===== config.mk =====
export PLATFORM = sky130hd
export DESIGN_NAME = uart_rx
export DESIGN_NICKNAME = d
export VERILOG_FILES = /design/src/rtl/uart_rx.sv
export SDC_FILE = /design/constraint.sdc
export NUM_CORES = 1
export LEC_CHECK = 0
export BUFFER_PORTS_ARGS = -buffer_cell sky130_fd_sc_hd__buf_4
export CORE_MARGIN = 2
export CORE_UTILIZATION = 55
export CTS_BUF_LIST = sky130_fd_sc_hd__clkbuf_8
export CTS_CLUSTER_SIZE = 20
export DETAILED_ROUTE_END_ITERATION = 6
export HOLD_SLACK_MARGIN = 0.02
export PLACE_DENSITY = 0.78
export SETUP_SLACK_MARGIN = 0.05
export SLEW_MARGIN = 20
export SYNTH_ARGS = -nofsm -noshare
export SYNTH_HDL_FRONTEND = slang
export SYNTH_SLANG_ARGS = --single-unit

===== constraint.sdc =====
create_clock -name CLK -period 1.7 [get_ports CLK]
set_input_delay 0.255 -clock CLK [delete_from_list [all_inputs] [get_ports CLK]]
set_output_delay 0.255 -clock CLK [all_outputs]
set_load 0.005 [all_outputs]

===== src/rtl/uart_rx.sv =====
// 8N1 serial receiver with a two-flop line synchroniser, mid-bit start validation and a one-entry valid/ready holding register.
// Defining UART_RX_PARITY_EN switches to 8E1 and enables RX_PARITY_ERR.
module uart_rx #(
    parameter int CLKS_PER_BIT = 868
) (
    input  logic       CLK,
    input  logic       RST,
    input  logic       SERIAL_RX,
    output logic [7:0] RX_DATA,
    output logic       RX_VALID,
    input  logic       RX_READY,
    output logic       RX_FRAME_ERR,
    output logic       RX_OVERRUN,
    output logic       RX_PARITY_ERR
);

    localparam int CW = $clog2(CLKS_PER_BIT);
    localparam int HALF = CLKS_PER_BIT / 2;
    localparam logic [CW-1:0] HALF_M1 = CW'(HALF - 1);
    localparam logic [CW-1:0] BIT_M1  = CW'(CLKS_PER_BIT - 1);

    typedef enum logic [2:0] {
        S_IDLE,
        S_START,
        S_DATA,
        S_PARITY,
        S_STOP,
        S_WAIT_IDLE
    } state_t;

    state_t        state_q;
    logic          rx_meta_q;
    logic          rxs_q;
    logic [CW-1:0] cnt_q;
    logic [2:0]    bitidx_q;
    logic [7:0]    shift_q;
    logic [7:0]    data_q;
    logic          valid_q;
    logic          ferr_q;
    logic          ovr_q;
    logic          par_ok_d;

`ifdef UART_RX_PARITY_EN
    logic          par_bad_q;
    logic          perr_q;
    assign par_ok_d      = ~par_bad_q;
    assign RX_PARITY_ERR = perr_q;
`else
    assign par_ok_d      = 1'b1;
    assign RX_PARITY_ERR = 1'b0;
`endif

    assign RX_DATA      = data_q;
    assign RX_VALID     = valid_q;
    assign RX_FRAME_ERR = ferr_q;
    assign RX_OVERRUN   = ovr_q;

    always_ff @(posedge CLK) begin
        if (RST) begin
            rx_meta_q <= 1'b1;
            rxs_q     <= 1'b1;
            state_q   <= S_IDLE;
            cnt_q     <= '0;
            bitidx_q  <= '0;
            shift_q   <= '0;
            data_q    <= '0;
            valid_q   <= 1'b0;
            ferr_q    <= 1'b0;
            ovr_q     <= 1'b0;
`ifdef UART_RX_PARITY_EN
            par_bad_q <= 1'b0;
            perr_q    <= 1'b0;
`endif
        end else begin
            rx_meta_q <= SERIAL_RX;
            rxs_q     <= rx_meta_q;
            ferr_q    <= 1'b0;
            ovr_q     <= 1'b0;
`ifdef UART_RX_PARITY_EN
            perr_q    <= 1'b0;
`endif
            // A delivery later in this block overrides this clear.
            if (valid_q && RX_READY) begin
                valid_q <= 1'b0;
            end

            case (state_q)
                S_IDLE: begin
                    cnt_q <= '0;
                    if (!rxs_q) begin
                        state_q <= S_START;
                    end
                end
                S_START: begin
                    if (cnt_q == HALF_M1) begin
                        cnt_q    <= '0;
                        bitidx_q <= '0;
                        state_q  <= rxs_q ? S_IDLE : S_DATA;
                    end else begin
                        cnt_q <= cnt_q + 1'b1;
                    end
                end
                S_DATA: begin
                    if (cnt_q == BIT_M1) begin
                        cnt_q    <= '0;
                        shift_q  <= {rxs_q, shift_q[7:1]};
                        bitidx_q <= bitidx_q + 1'b1;
                        if (bitidx_q == 3'd7) begin
`ifdef UART_RX_PARITY_EN
                            state_q <= S_PARITY;
`else
                            state_q <= S_STOP;
`endif
                        end
                    end else begin
                        cnt_q <= cnt_q + 1'b1;
                    end
                end
`ifdef UART_RX_PARITY_EN
                S_PARITY: begin
                    if (cnt_q == BIT_M1) begin
                        cnt_q     <= '0;
                        par_bad_q <= (^shift_q) ^ rxs_q;
                        state_q   <= S_STOP;
                    end else begin
                        cnt_q <= cnt_q + 1'b1;
                    end
                end
`endif
                S_STOP: begin
                    if (cnt_q == BIT_M1) begin
                        cnt_q <= '0;
`ifdef UART_RX_PARITY_EN
                        perr_q    <= par_bad_q;
                        par_bad_q <= 1'b0;
`endif
                        if (rxs_q) begin
                            // Leave mid-stop so a back-to-back start edge is not missed.
                            state_q <= S_IDLE;
                            if (par_ok_d) begin
                                if (valid_q && !RX_READY) begin
                                    ovr_q <= 1'b1;
                                end else begin
                                    data_q  <= shift_q;
                                    valid_q <= 1'b1;
                                end
                            end
                        end else begin
                            ferr_q  <= 1'b1;
                            state_q <= S_WAIT_IDLE;
                        end
                    end else begin
                        cnt_q <= cnt_q + 1'b1;
                    end
                end
                S_WAIT_IDLE: begin
                    cnt_q <= '0;
                    if (rxs_q) begin
                        state_q <= S_IDLE;
                    end
                end
                default: begin
                    state_q <= S_IDLE;
                    cnt_q   <= '0;
                end
            endcase
        end
    end

endmodule


==> results.txt <==
The run finished, with violations left. The final reports fail on negative setup slack. The number of synthesized flops with an enable pin works out to 0. The worst setup path is launched from a flop. 16 I/O pins were placed. The worst-case hold slack was 0.160 ns; the number of buffers created by CTS was 5.

The number of pins with negative max-slew slack in the final report was 0. The initial core utilization was 56.5%; the maximum number of pins on one net before global-route repair was 30. STA classifies the critical path endpoint as a flop. Data on the critical path arrives at its endpoint at 1.88 ns.

The total congestion overflow after global routing was 0. The critical path goes through ha_4, and4bb_2, nand3_4, nor3b_4, buf_6, mux2i_1, nor2_1. The tools report the detailed placer's ending HPWL as 2370 um.

Worst min-delay path category: in -> reg. The fmax is 584 MHz, and the die area is 3550 um2. Setup repair after global routing could not meet its margin everywhere. Input and output buffers added on the ports amount to 14.

The final setup slack of the worst path came out at -0.0122 ns. Yosys printed 0 warnings. Of the total power, the share spent switching nets is 25.8%.

The area growth from synthesis to layout is 25.6%. The run gives 0 as the diode insertion count for antenna repair. Summing the sequential cell areas from Yosys gives 43.6% of the chip area. The critical path is of the reg -> reg type. The transition time at the pin with the least slew margin is 0.500 ns, and the cell area power density is 844 nW/um2.

The clock drives 37 sinks. The number of hold buffers added after CTS was 0. The area fraction of the dominant cell type after synthesis was 43.6%. The fraction of layout instances using a drive strength above 1 was 30.4%; the number of standard-cell rows in the floorplan was 20. For the number of cells in the finished layout apart from fillers, the log shows 240. The unique cell type count in the Yosys netlist is 41. TritonCTS built the clock tree.

Among all flip-flop cells after synthesis, the most frequent one is dfxtp_1. The number of global-route vias before repair is 1213, and the biggest cell delay along the critical path is 0.37 ns. The tools report the net count after synthesis as 184. Cell accounting for the most synthesized area: dfxtp_1. The ratio of routed vias to standard cells came out at 5.50.

The tools report the sum of internal, switching and leakage power as 0.00180 W. The final critical path takes up 101% of the cycle. Between clock sinks in the finished design, the worst skew comes to 0.00334 ns.

The cell count after synthesis came out at 176. Yosys attributes the largest share of cell area to dfxtp_1 (44%), mux2i_1 (11%), nor2_1 (8.0%). The run gives 0 as the number of max-capacitance violations reported. For this run, the total global-route usage over all layers was measured as 20.4%. From bottom edge to top edge, the die measures 59.6 um. The number of nets in the layout is 215. The clock reaches the later pin of the worst-skew pair after 0.28 ns. Dividing the detail-routed wire length by the instance count gives 14.2 um. In this run, the clock network consumes 33.8% of the power. Ranked by instance count, the synthesized netlist is headed by dfxtp_1 (37), nor2_1 (36), mux2i_1 (19).

The first global-routing pass estimated 5330 um of wire. In this run the cell area of the synthesized design comes to 1700 um2. In this run the worst path has a maximum fanout of 8. Counting tap cells, the placed design contains a total of 230 instances. In this run the clock root is driven by a clkbuf_8. The clock passes through at most 2 buffers. The routed design could run at a clock period as short as 1.71 ns. For this run, the detailed router's first-pass iteration total came to 4. Counting flops and latches in the post-synthesis netlist gives 37. A synthesized cell averages 9.65 um2. STA puts the critical path data required time at 1.87 ns. Sequential cells burn 50.2% of the power. Internal power: 0.00134 W. The number of buffer and inverter stages on the critical path is 1. From left edge to right edge, the die measures 59.6 um. The total via count after detailed routing came out at 1321.

The core region is 3000 um2. The initial antenna violation count is 0. For the number of remaining DRC errors, the log shows 0. Most frequent cell after synthesis: dfxtp_1.

After the first detailed-routing iteration, the DRC count stood at 52. The family with the most delay on the worst path was simple AND/OR/NAND/NOR gates. The cell with the biggest individual delay on the critical path was dfxtp_4. For the combinational cell fraction of total power, the log shows 16.0%. The layout has 211 filler cells.

The run gives 0.937 as the routability congestion estimate. The worst voltage drop across the vdd grid is 0.576 mV. Once detail routing completed, the nets flagged for antenna violations numbered 0. After synthesis, the share of flip-flops with an asynchronous set or reset is 0%. For the final count of negative-setup-slack endpoints, the log shows 1. Headroom to the max-slew limit came out at 66.4%. The H-tree was split into 2 levels. The analysis attributes to net switching a power of 0.000464 W. Summed over all cells, the static leakage comes to 0.801 nW. The clock transition at the registers of the reported paths is 0.07 ns.

For this block, the routed nets add up to 3420 um of wire. The run gives 0 as the final count of hold timing violations.
==> worst paths after layout <==
| kind | start | to | slack [ns] | cells past startpoint |
|---|---|---|---|---|
| max | cnt_q[0]$_SDFF_PP0_ | RX_DATA[3]$_SDFFE_PP0P_ | -0.01 | 7 |
| min | SERIAL_RX | rx_meta_q$_SDFF_PP1_ | 0.16 | 2 |
| max reg2reg | cnt_q[0]$_SDFF_PP0_ | RX_DATA[3]$_SDFFE_PP0P_ | -0.01 | 7 |
| min reg2reg | rx_meta_q$_SDFF_PP1_ | rxs_q$_SDFF_PP1_ | 0.42 | 1 |
==> layout make-up <==
class,count,area [um2],share of cell area (%)
timing repair buffer,34,275,12.9
tap,33,41.3,1.94
inverter,6,22.5,1.06
clock inverter,1,7.51,0.352
sequential,37,747,35.0
clock buffer,6,82.6,3.87
multi-input combinational,123,957,44.9
==> worst reg2reg max path, stage by stage (launching register included) <==
cell      delay [ns]
dfxtp_4         0.37
ha_4            0.13
and4bb_2        0.29
nand3_4         0.14
nor3b_4         0.22
buf_6           0.18
mux2i_1         0.21
nor2_1          0.06
==> kinds of logic after synthesis <==
kind of cell             Yosys count  synth area share, %
AND/OR/NAND/NOR                   73                 21.8
flip-flops                        37                 43.6
multiplexers                      19                 11.2
AO/OA/AOI/OAI                     17                 8.18
buffers and inverters             16                 7.37
XOR/XNOR                           9                 4.64
adder cells (fa/ha/maj)            4                 2.95
other                              1                0.221
==> sequential cells by signal (all words and copies together) (netlist names) <==
name and cells:
state_q 3, RX_OVERRUN 1, bitidx_q 3, RX_DATA 8, rx_meta_q 1, RX_VALID 1
shift_q 8, rxs_q 1, cnt_q 10, RX_FRAME_ERR 1
==> placed cells by master, fill, tap and decap left out, types with 2 or more instances in the layout <==
master / synthesis / layout
ha_1: 4 / 2
o21ai_0: 2 / 2
nand4_1: 6 / 6
nor3_1: 2 / 2
a31oi_4: 0 / 2
buf_6: 1 / 2
buf_4: 3 / 31
xnor2_1: 4 / 4
nand3_1: 5 / 4
nor2_1: 36 / 36
dfxtp_2: 0 / 2
mux2i_1: 19 / 19
inv_1: 6 / 6
a21oi_1: 2 / 2
or2_2: 2 / 2
clkbuf_8: 4 / 6
nand2b_1: 4 / 4
nand2_1: 8 / 8
dfxtp_1: 37 / 34
xor2_1: 5 / 5
==> repair_timing <==
item | 4_1_cts | 5_1_grt
pin swaps | 10 | 7
endpoints found under the hold margin | 0 | 0
setup endpoints to repair | 31 | 31
buffers inserted | 1 | 2
resized for setup | 16 | 4
==> stage by stage <==
step | instance area (um2) | setup WS, ns | utilization [%] | setup TNS, ns
3_5_place_dp | 1910 | -0.157 | 63.7 | -2.65
3_3_place_gp | 1910 | -0.0694 | 63.7 | -1.11
2_1_floorplan | 1730 | 0.0415 | - | 0
5_1_grt | 2130 | -0.118 | 71.0 | -2.01
6_report | 2130 | -0.0122 | 71.0 | -0.0122
4_1_cts | 2100 | -0.00739 | 69.9 | -0.00932
==> metal layers <==
metal	track usage [%]	part of all wire (%)	wire (um)
met1	24.1	43	1480
met2	35.0	53	1800
met3	3.93	2.6	89
met4	9.84	1.4	49
met5	0	0	0
==> power by group through the flow <==
stage                     Sequential (W)  Combinational, W  Clock, W
after floorplan                 0.000928          0.000166         0
after global placement          0.000920          0.000238         0
after detailed placement        0.000922          0.000246         0
after CTS                       0.000903          0.000276  0.000621
after global routing            0.000906          0.000317  0.000659
final                           0.000904          0.000288  0.000608
Note: power is estimated with default switching activity, not from simulation.
